## src/rtl/balanced_line_tx.sv

```systemverilog
// rtl/balanced_line_tx.sv - Manchester-coded frame transmitter with guaranteed idle gap
module balanced_line_tx #(
  parameter int DATA_W      = 8,
  parameter int HALF_PERIOD = 4,
  parameter int IDLE_GAP    = 20
) (
  input  logic              clk,
  input  logic              globalReset,
  input  logic [DATA_W-1:0] txData,
  input  logic              txValid,
  output logic              txReady,
  output logic              balancedCLK,
  output logic              busy,
  output logic              frameDone
);

  localparam int HALF_W = $clog2(HALF_PERIOD + 1);
  localparam int BIT_W  = $clog2(DATA_W + 1);
  localparam int GAP_W  = $clog2(IDLE_GAP + 1);

  localparam logic [HALF_W-1:0] HALF_LAST = HALF_W'(HALF_PERIOD - 1);
  localparam logic [BIT_W-1:0]  BIT_LAST  = BIT_W'(DATA_W - 1);
  localparam logic [GAP_W-1:0]  GAP_LAST  = GAP_W'(IDLE_GAP - 1);

  typedef enum logic [1:0] {
    ST_IDLE  = 2'd0,
    ST_START = 2'd1,
    ST_DATA  = 2'd2,
    ST_GAP   = 2'd3
  } state_t;

  state_t              state_q, state_d;
  logic [DATA_W-1:0]   shift_q, shift_d;
  logic [HALF_W-1:0]   half_q, half_d;
  logic                phase_q, phase_d;   // 0: first half of bit, 1: second half
  logic [BIT_W-1:0]    bit_q, bit_d;
  logic [GAP_W-1:0]    gap_q, gap_d;
  logic                line_q, line_d;
  logic                ready_q, ready_d;
  logic                busy_q, busy_d;
  logic                done_q, done_d;

  // State and output registers; reset discards any partial frame without a gap.
  always_ff @(posedge clk or posedge globalReset) begin
    if (globalReset) begin
      state_q <= ST_IDLE;
      shift_q <= '0;
      half_q  <= '0;
      phase_q <= 1'b0;
      bit_q   <= '0;
      gap_q   <= '0;
      line_q  <= 1'b0;
      ready_q <= 1'b1;
      busy_q  <= 1'b0;
      done_q  <= 1'b0;
    end else begin
      state_q <= state_d;
      shift_q <= shift_d;
      half_q  <= half_d;
      phase_q <= phase_d;
      bit_q   <= bit_d;
      gap_q   <= gap_d;
      line_q  <= line_d;
      ready_q <= ready_d;
      busy_q  <= busy_d;
      done_q  <= done_d;
    end
  end

  // Next-state logic; line_d is the level the line will carry in the following cycle.
  always_comb begin
    state_d = state_q;
    shift_d = shift_q;
    half_d  = half_q;
    phase_d = phase_q;
    bit_d   = bit_q;
    gap_d   = gap_q;
    line_d  = line_q;
    ready_d = ready_q;
    busy_d  = busy_q;
    done_d  = 1'b0;

    case (state_q)
      ST_IDLE: begin
        line_d = 1'b0;
        if (txValid && ready_q) begin
          shift_d = txData;
          half_d  = '0;
          bit_d   = '0;
          phase_d = 1'b0;
          line_d  = 1'b1;          // start bit first half
          ready_d = 1'b0;
          busy_d  = 1'b1;
          state_d = ST_START;
        end
      end

      ST_START, ST_DATA: begin
        if (half_q != HALF_LAST) begin
          half_d = half_q + 1'b1;
        end else begin
          half_d = '0;
          if (!phase_q) begin
            // Mid-bit: second half carries the complement.
            phase_d = 1'b1;
            line_d  = ~line_q;
          end else begin
            phase_d = 1'b0;
            if (state_q == ST_START) begin
              state_d = ST_DATA;
              line_d  = shift_q[DATA_W-1];
            end else if (bit_q == BIT_LAST) begin
              state_d = ST_GAP;
              line_d  = 1'b0;
              gap_d   = '0;
              done_d  = 1'b1;
            end else begin
              bit_d   = bit_q + 1'b1;
              shift_d = shift_q << 1;
              line_d  = shift_d[DATA_W-1];
            end
          end
        end
      end

      ST_GAP: begin
        line_d = 1'b0;
        if (gap_q == GAP_LAST) begin
          state_d = ST_IDLE;
          ready_d = 1'b1;
          busy_d  = 1'b0;
        end else begin
          gap_d = gap_q + 1'b1;
        end
      end

      default: begin
        state_d = ST_IDLE;
        line_d  = 1'b0;
        ready_d = 1'b1;
        busy_d  = 1'b0;
      end
    endcase
  end

  assign txReady     = ready_q;
  assign balancedCLK = line_q;
  assign busy        = busy_q;
  assign frameDone   = done_q;

endmodule

```

## config.mk

```make
export PLATFORM = sky130hd
export DESIGN_NAME = balanced_line_tx
export DESIGN_NICKNAME = d
export VERILOG_FILES = /design/src/rtl/balanced_line_tx.sv
export SDC_FILE = /design/constraint.sdc
export NUM_CORES = 1
export LEC_CHECK = 0
export ABC_AREA = 0
export CAP_MARGIN = 20
export CORE_MARGIN = 2
export CORE_UTILIZATION = 36
export DETAILED_ROUTE_END_ITERATION = 8
export DONT_BUFFER_PORTS = 1
export HOLD_SLACK_MARGIN = 0.05
export SYNTH_ARGS = -nofsm -noshare
export SYNTH_HDL_FRONTEND = slang
export SYNTH_SLANG_ARGS = --single-unit
```

## constraint.sdc

```tcl
create_clock -name clk -period 2.9 [get_ports clk]
set_clock_uncertainty 0.15 [all_clocks]
set_input_delay 0.145 -clock clk [delete_from_list [all_inputs] [get_ports clk]]
set_output_delay 0.145 -clock clk [all_outputs]
set_load 0.005 [all_outputs]
```

==> metrics.json, run 1 <==
{
  "synthesis.area_per_instance": {"value": 10.4, "unit": "um^2"},
  "synth.distinct_cells": {"value": 43},
  "timing_worst_slew_pin_value": {"value": 0.540, "unit": "ns"},
  "worst_ep_required": {"value": 2.92, "unit": "ns"},
  "antenna-diode-count": {"value": 0},
  "drt-vias-per-instance": {"value": 5.59},
  "rsz0062_at_grt": {"value": "false"},
  "setup_violations": {"value": 0},
  "finalNetCount": {"value": 176},
  "most-common-layout-cells": {"value": "sky130_fd_sc_hd__dfrtp_1 (26), sky130_fd_sc_hd__nand2_1 (13), sky130_fd_sc_hd__inv_1 (10), sky130_fd_sc_hd__mux2_2 (10), sky130_fd_sc_hd__dlygate4sd3_1 (10)"},
  "async_reset_ff_share": {"value": 100, "unit": "%"},
  "power_per_cell_area": {"value": 358, "unit": "nW/um^2"},
  "final_layout_size_suffix_gt1_share": {"value": 14.6, "unit": "%"},
  "synth_area": {"value": 1500, "unit": "um^2"},
  "dpl-instance-area": {"value": 1550, "unit": "um^2"},
  "floorplan.initialDensity": {"value": 37.4, "unit": "%"},
  "cts_setup_buffers": {"value": 0},
  "cell_count_after_synthesis": {"value": 144},
  "slew_violations": {"value": 0},
  "grt_antenna_before_repair": {"value": 0},
  "ys_warn_count": {"value": 0},
  "setup_tns": {"value": 0, "unit": "ns"},
  "worst_ep_arrival": {"value": 2.41, "unit": "ns"},
  "die_height": {"value": 68.4, "unit": "um"},
  "library_cell_used_as_clock_root_buffer": {"value": "sky130_fd_sc_hd__clkbuf_8"},
  "place.detailed.hpwl": {"value": 2140, "unit": "um"},
  "numCtsBuffers": {"value": 3},
  "worstPathMaxFanout": {"value": 13},
  "maximum_number_of_pins_on_one_net_before_global_route_repair": {"value": 28},
  "timing.final.hold_violations": {"value": 0},
  "place_congestion": {"value": 0.743},
  "synth-seq-cells": {"value": 27},
  "cp-end-kind": {"value": "flip-flop"},
  "postRouteWirelength": {"value": 2930, "unit": "um"},
  "clock_path_buffers": {"value": 2},
  "cts.sinks": {"value": 27},
  "io-pin-count": {"value": 15},
  "clk-insertion-delay-late": {"value": 0.28, "unit": "ns"},
  "timing.setup.critical_path_class": {"value": "reg -> reg"},
  "detailroute.via_count": {"value": 1158},
  "globalRouteTotalUtil": {"value": 14.9, "unit": "%"},
  "remaining_drc_errors": {"value": 0},
  "startpoint_type": {"value": "flip-flop"},
  "synth.net_count": {"value": 162},
  "run_status": {"value": "complete, no violations"},
  "max-vdd-ir-drop": {"value": 301, "unit": "uV"},
  "leakagePower": {"value": 0.770, "unit": "nW"},
  "floorplan.core_area": {"value": 4000, "unit": "um^2"},
  "clock_transition_at_the_registers_of_the_reported_paths": {"value": 0.09, "unit": "ns"},
  "grt_pass1_vias": {"value": 1138},
  "grt.overflow.total": {"value": 0},
  "cap_violations": {"value": 0},
  "finalCriticalPeriod": {"value": 2.38, "unit": "ns"},
  "timing.slew.headroom": {"value": 63.9, "unit": "%"},
  "cts_tree": {"value": "built"},
  "drtPass1Iterations": {"value": 5},
  "layout.cells.most_common": {"value": "sky130_fd_sc_hd__dfrtp_1"},
  "io_buffers": {"value": 0},
  "routedWlPerCell": {"value": 14.1, "unit": "um"},
  "die_w": {"value": 68.4, "unit": "um"},
  "htree_num_levels": {"value": 1},
  "fp.dieArea": {"value": 4680, "unit": "um^2"},
  "drt_first_iter_violations": {"value": 87},
  "grt_first_pass_wirelength": {"value": 5270, "unit": "um"},
  "rows": {"value": 23},
  "clock.fmax": {"value": 419, "unit": "MHz"},
  "final.period_utilization": {"value": 82.2, "unit": "%"},
  "synth.yosys.seq_area_share": {"value": 45.3, "unit": "%"},
  "final_cell_area": {"value": 1730, "unit": "um^2"},
  "min_path_type": {"value": "in -> reg"},
  "synthToLayoutAreaGrowth": {"value": 15.6, "unit": "%"},
  "synth-main-ff-cell": {"value": "sky130_fd_sc_hd__dfrtp_1"},
  "antenna_left": {"value": 0},
  "synth_enable_flop_cells": {"value": 0}
}
==> state kept, by name, indices dropped and copies added, names as in the netlist <==
register	count
balancedCLK	1
bit_q	4
busy	1
frameDone	1
gap_q	5
half_q	3
phase_q	1
shift_q	8
state_q	2
txReady	1
==> worst max-delay path: stages (launching register included) <==
cell and delay, ns:
sky130_fd_sc_hd__dfrtp_1 0.39, sky130_fd_sc_hd__inv_1 0.09, sky130_fd_sc_hd__ha_1 0.53, sky130_fd_sc_hd__nor2_1 0.11
sky130_fd_sc_hd__a2111oi_2 0.51, sky130_fd_sc_hd__a21bo_2 0.29, sky130_fd_sc_hd__a22o_1 0.22
==> stage by stage <==
step / worst slack [ns] / hold WS [ns] / total power, mW / instances / util [%]
floorplan: 0.760 / 0.0470 / 0.391 / 144 / -
global placement: 0.591 / 0.176 / 0.393 / 192 / 38.8
detailed placement: 0.519 / 0.191 / 0.393 / 192 / 38.8
CTS: 0.498 / 0.0546 / 0.624 / 206 / 42.5
global route: 0.317 / 0.0650 / 0.652 / 207 / 43.2
finish: 0.515 / 0.0557 / 0.619 / 207 / 43.2
==> final timing paths <==
path | startpoint | cells after the start | slack [ns] | end
worst max-delay path | state_q[0]$_DFFE_PP0P_ | 6 | 0.52 | bit_q[3]$_DFFE_PP0P_
worst min-delay path | txValid | 4 | 0.06 | busy$_DFFE_PP0P_
worst max register to register | state_q[0]$_DFFE_PP0P_ | 6 | 0.52 | bit_q[3]$_DFFE_PP0P_
worst min register to register | half_q[0]$_DFFE_PP0P_ | 1 | 0.36 | half_q[0]$_DFFE_PP0P_
max in group asynchronous | globalReset | 3 | 1.99 | balancedCLK$_DFFE_PP0P_
min in group asynchronous | globalReset | 2 | 0.17 | bit_q[3]$_DFFE_PP0P_
==> cells in the mapped netlist, types with 2 or more instances <==
master                      n  area share (%)
sky130_fd_sc_hd__a21oi_1    5             1.7
sky130_fd_sc_hd__o21ai_0    9             3.0
sky130_fd_sc_hd__o22a_1     2             1.2
sky130_fd_sc_hd__ha_1       7             5.9
sky130_fd_sc_hd__nor3_1     2            0.67
sky130_fd_sc_hd__nand3b_1   4             2.0
sky130_fd_sc_hd__a22o_1     4             2.3
sky130_fd_sc_hd__nor2b_1    2            0.84
sky130_fd_sc_hd__o31ai_1    2             1.0
sky130_fd_sc_hd__nand2b_1   2            0.84
sky130_fd_sc_hd__a21bo_2    2             1.3
sky130_fd_sc_hd__inv_1     10             2.5
sky130_fd_sc_hd__nor2_1     4             1.0
sky130_fd_sc_hd__mux2i_1    2             1.3
sky130_fd_sc_hd__nand4_1    2            0.84
sky130_fd_sc_hd__or3_1      2            0.84
sky130_fd_sc_hd__nor3b_1    2             1.0
sky130_fd_sc_hd__a22oi_1    3             1.5
sky130_fd_sc_hd__nand3_1    5             1.7
sky130_fd_sc_hd__o22ai_1    3             1.3
sky130_fd_sc_hd__buf_2      2            0.67
sky130_fd_sc_hd__mux2_2    10             7.5
sky130_fd_sc_hd__nand2_1   13             3.3
sky130_fd_sc_hd__dfrtp_1   26              44
==> kinds of logic (layout without fill, tap and decap cells) <==
logic type | after synthesis | in the layout | share of synthesized area, %
simple gates | 45 | 45 | 17.3
compound gates | 40 | 40 | 19.2
flops | 27 | 27 | 45.3
buf+inv | 13 | 26 | 3.43
mux | 12 | 12 | 8.87
fa+ha+maj | 7 | 7 | 5.86
==> what timing repair did <==
item | 4_1_cts | 5_1_grt
resized for setup | 0 | 0
hold buffers | 10 | 0
endpoints found under the hold margin | 36 | 0
==> final cells by class <==
cell class | count | area, um^2
clock buffers | 3 | 41.3
fillers | 378 | 2270
well taps | 50 | 62.6
multi-input cells | 104 | 767
inverters | 10 | 37.5
flip-flops and latches | 27 | 677
clock inverters | 1 | 7.51
repair buffers | 12 | 135
==> power by group <==
group,total [mW],internal [mW],switching (mW)
combinational,0.0242,0.0137,0.0105
clock,0.219,0.0977,0.121
sequential,0.376,0.376,0
total,0.619,0.488,0.132
==> per-layer routing <==
| metal | GRT usage, % | part of all wire (%) | vias to the layer above |
|---|---|---|---|
| met5 | 0 | 0 | - |
| met1 | 18.5 | 47 | 558 |
| met2 | 25.5 | 47 | 35 |
| met4 | 3.00 | 0.85 | 0 |
| met3 | 4.28 | 5.4 | 4 |
| li1 | - | - | 561 |
(Power assumes the default switching activity.)
==> run 2, diff against run 1 <==
==> constraint.sdc (replaced) <==
create_clock -name clk -period 2.4 [get_ports clk]
set_clock_uncertainty 0.15 [all_clocks]
set_input_delay 0.12 -clock clk [delete_from_list [all_inputs] [get_ports clk]]
set_output_delay 0.12 -clock clk [all_outputs]
set_load 0.005 [all_outputs]
==> metrics.json, run 2 (synthesis gave the netlist of run 1 again) <==
{
  "cts.sinks": {"value": 27, "change": "unchanged"},
  "antenna-diode-count": {"value": 0, "change": "unchanged"},
  "run_status": {"value": "complete, no violations"},
  "place_congestion": {"value": 0.813, "change": "+9.4%"},
  "slew_violations": {"value": 0, "change": "unchanged"},
  "place.detailed.hpwl": {"value": 2240, "unit": "um", "change": "+4.7%"},
  "finalCriticalPeriod": {"value": 2.15, "unit": "ns", "change": "-0.234 ns"},
  "detailroute.via_count": {"value": 1180, "change": "+1.9%"},
  "cp-end-kind": {"value": "flip-flop"},
  "setup.reg_to_reg.worst_slack": {"value": 0.25, "unit": "ns", "change": "-0.27 ns"},
  "postRouteWirelength": {"value": 3050, "unit": "um", "change": "+4.3%"},
  "timing.critical_path.slowest_cell_delay": {"value": 0.76, "unit": "ns", "change": "+0.23 ns"},
  "grt_antenna_before_repair": {"value": 0, "change": "unchanged"},
  "leakagePower": {"value": 0.784, "unit": "nW", "change": "+1.9%"},
  "setup_violations": {"value": 0, "change": "unchanged"},
  "min_path_type": {"value": "in -> reg"},
  "seqPwrFrac": {"value": 60.4, "unit": "%", "change": "-0.4 points"},
  "final.period_utilization": {"value": 89.6, "unit": "%", "change": "+7.4 points"},
  "pwr-share-clk": {"value": 36.1, "unit": "%", "change": "+0.8 points"},
  "clock_transition_at_the_registers_of_the_reported_paths": {"value": 0.10, "unit": "ns", "change": "about the same"},
  "critPathTopFamily": {"value": "simple AND/OR/NAND/NOR gates"},
  "largest_register_ffs": {"value": 8, "change": "unchanged"},
  "numCtsBuffers": {"value": 3, "change": "unchanged"},
  "setup_tns": {"value": 0, "unit": "ns", "change": "unchanged"},
  "remaining_drc_errors": {"value": 0, "change": "unchanged"},
  "floorplan.initialDensity": {"value": 37.4, "unit": "%", "change": "unchanged"},
  "p_sw_share": {"value": 22.1, "unit": "%", "change": "+0.89 points"},
  "clock.fmax": {"value": 465, "unit": "MHz", "change": "+11%"},
  "synthToLayoutAreaGrowth": {"value": 16.9, "unit": "%"},
  "clk-insertion-delay-late": {"value": 0.28, "unit": "ns", "change": "about the same"},
  "power.share.combinational": {"value": 3.5, "unit": "%", "change": "-0.4 points"},
  "grt_pass1_vias": {"value": 1145, "change": "+0.62%"},
  "placed_cells": {"value": 198, "change": "+3.1%"},
  "worst-r2r-cell-count": {"value": 5, "change": "-1"},
  "path_cells": {"value": "inv_1, ha_2, or4b_2, o22ai_1, a21oi_1"},
  "clock_path_buffers": {"value": 2, "change": "unchanged"},
  "endpoint_of_the_worst_slack_reg_to_reg_timing_path": {"value": "shift_q[1]$_DFFE_PP0P_"},
  "timing.final.hold_violations": {"value": 0, "change": "unchanged"},
  "worst_ep_arrival": {"value": 2.16, "unit": "ns", "change": "-0.25 ns"},
  "endpoint": {"value": "shift_q[1]$_DFFE_PP0P_"},
  "finalNetCount": {"value": 181, "change": "+2.8%"},
  "die_height": {"value": 68.4, "unit": "um", "change": "unchanged"},
  "final_layout_size_suffix_gt1_share": {"value": 17.9, "unit": "%", "change": "+3.3 points"},
  "library_cell_used_as_clock_root_buffer": {"value": "sky130_fd_sc_hd__clkbuf_8"},
  "cts_setup_buffers": {"value": 0, "change": "unchanged"},
  "drtPass1Iterations": {"value": 4, "change": "-1"},
  "cellInternalPower": {"value": 0.586, "unit": "mW", "change": "+20%"},
  "htree_num_levels": {"value": 1, "change": "unchanged"},
  "max_flop_register": {"value": "shift_q"},
  "layout.cells.most_common": {"value": "sky130_fd_sc_hd__dfrtp_1"},
  "fp.dieArea": {"value": 4680, "unit": "um^2", "change": "unchanged"},
  "post-route-util": {"value": 43.7, "unit": "%", "change": "+0.50 points"},
  "grt_first_pass_wirelength": {"value": 5350, "unit": "um", "change": "+1.4%"},
  "floorplan.core_area": {"value": 4000, "unit": "um^2", "change": "unchanged"},
  "drt-vias-per-instance": {"value": 5.57, "change": "-0.50%"},
  "most-common-layout-cells": {"value": "sky130_fd_sc_hd__dfrtp_1 (26), sky130_fd_sc_hd__nand2_1 (13), sky130_fd_sc_hd__inv_1 (10), sky130_fd_sc_hd__mux2_2 (10), sky130_fd_sc_hd__dlygate4sd3_1 (10)"},
  "worst_ep_required": {"value": 2.41, "unit": "ns", "change": "-0.51 ns"},
  "rows": {"value": 23, "change": "unchanged"},
  "worst_r2r_startpoint": {"value": "state_q[0]$_DFFE_PP0P_"},
  "path_buf_inv": {"value": 1, "change": "unchanged"},
  "drt_first_iter_violations": {"value": 50, "change": "-43%"},
  "rsz0062_at_grt": {"value": "false"},
  "io_buffers": {"value": 0, "change": "unchanged"},
  "max-vdd-ir-drop": {"value": 325, "unit": "uV", "change": "+8.1%"},
  "io-pin-count": {"value": 15, "change": "unchanged"},
  "globalRouteTotalUtil": {"value": 15.6, "unit": "%", "change": "+0.70 points"},
  "worstPathMaxFanout": {"value": 15, "change": "+2"},
  "die_w": {"value": 68.4, "unit": "um", "change": "unchanged"},
  "largestRegisters": {"value": "shift_q: 8 flops, gap_q: 5 flops, bit_q: 4 flops"},
  "switchingPower": {"value": 0.167, "unit": "mW", "change": "+27%"},
  "startpoint_type": {"value": "flip-flop"},
  "cap_violations": {"value": 0, "change": "unchanged"},
  "timing_worst_slew_pin_value": {"value": 0.390, "unit": "ns", "change": "-0.150 ns"},
  "power_per_cell_area": {"value": 431, "unit": "nW/um^2", "change": "+20%"},
  "crit_path_top_delay_cell": {"value": "sky130_fd_sc_hd__or4b_2"},
  "fin_cells": {"value": 212, "change": "+2.4%"},
  "critical_path_cell_count": {"value": 5, "change": "-1"},
  "maximum_number_of_pins_on_one_net_before_global_route_repair": {"value": 28, "change": "unchanged"},
  "antenna_left": {"value": 0, "change": "unchanged"},
  "worst_setup_path_startpoint": {"value": "state_q[0]$_DFFE_PP0P_"},
  "routedWlPerCell": {"value": 14.4, "unit": "um", "change": "+1.8%"},
  "timing.slew.headroom": {"value": 74.0, "unit": "%", "change": "+10 points"},
  "timing.setup.critical_path_class": {"value": "reg -> reg"},
  "cts_tree": {"value": "built"},
  "grt.overflow.total": {"value": 0, "change": "unchanged"}
}
run 2: cell count changes in the layout (fill, tap and decap cells not counted):
cell	change
sky130_fd_sc_hd__buf_16	-1
sky130_fd_sc_hd__ha_2	+1
sky130_fd_sc_hd__buf_4	+6
sky130_fd_sc_hd__ha_1	-1
run 2: per-layer routing:
layer  up-vias  GRT usage, %  wire length [um]
li1        568             -                 -
met1       587          19.8              1470
met2        20          25.0              1430
met3         5          4.11               115
met4         0          6.00                44
met5         -             0                 0
run 2: power by group through the flow:
stage / clock network (mW) / logic, mW / registers (mW)
after floorplan: 0 / 0.00877 / 0.464
after global placement: 0 / 0.0130 / 0.464
after detailed placement: 0 / 0.0134 / 0.464
after CTS: 0.278 / 0.0265 / 0.455
after global routing: 0.298 / 0.0291 / 0.455
final: 0.272 / 0.0260 / 0.455
run 2: what timing repair did:
action	4_1_cts	5_1_grt
hold endpoints to repair	38	0
endpoints found under the setup margin	0	1
hold buffers	10	0
gates resized for setup	0	1
run 2: stage by stage:
stage                     setup WS (ns)  area, um^2  total power [mW]  hold WS [ns]
after floorplan                   0.260        1500             0.472        0.0220
after global placement            0.227        1600             0.477       -0.0591
after detailed placement          0.153        1600             0.477       -0.0457
after CTS                         0.147        1750             0.760        0.0631
after global routing              0.106        1750             0.782        0.0870
final                             0.249        1750             0.753        0.0665
run 2: how the worst min path moves through the flow:
| stage | startpoint | to | slack, ns | cells past startpoint |
|---|---|---|---|---|
| after floorplan | globalReset | balancedCLK$_DFFE_PP0P_ | 0.02 | 1 |
| after global placement | globalReset | bit_q[1]$_DFFE_PP0P_ | -0.06 | 2 |
| after detailed placement | globalReset | bit_q[1]$_DFFE_PP0P_ | -0.05 | 2 |
| after CTS | txValid | half_q[0]$_DFFE_PP0P_ | 0.06 | 2 |
| after global routing | txValid | half_q[0]$_DFFE_PP0P_ | 0.09 | 2 |
| final | txValid | half_q[0]$_DFFE_PP0P_ | 0.07 | 2 |
run 2: final cells by class:
class	count	area [um^2]
well taps	50	62.6
flip-flops and latches	27	677
fillers	397	2250
clock buffers	3	41.3
repair buffers	17	153
clock inverters	1	7.51
multi-input cells	104	769
inverters	10	37.5
run 2: worst register-to-register path, cell delays in order (launching register included):
cell	delay, ns
sky130_fd_sc_hd__dfrtp_1	0.41
sky130_fd_sc_hd__inv_1	0.12
sky130_fd_sc_hd__ha_2	0.37
sky130_fd_sc_hd__or4b_2	0.76
sky130_fd_sc_hd__o22ai_1	0.16
sky130_fd_sc_hd__a21oi_1	0.06
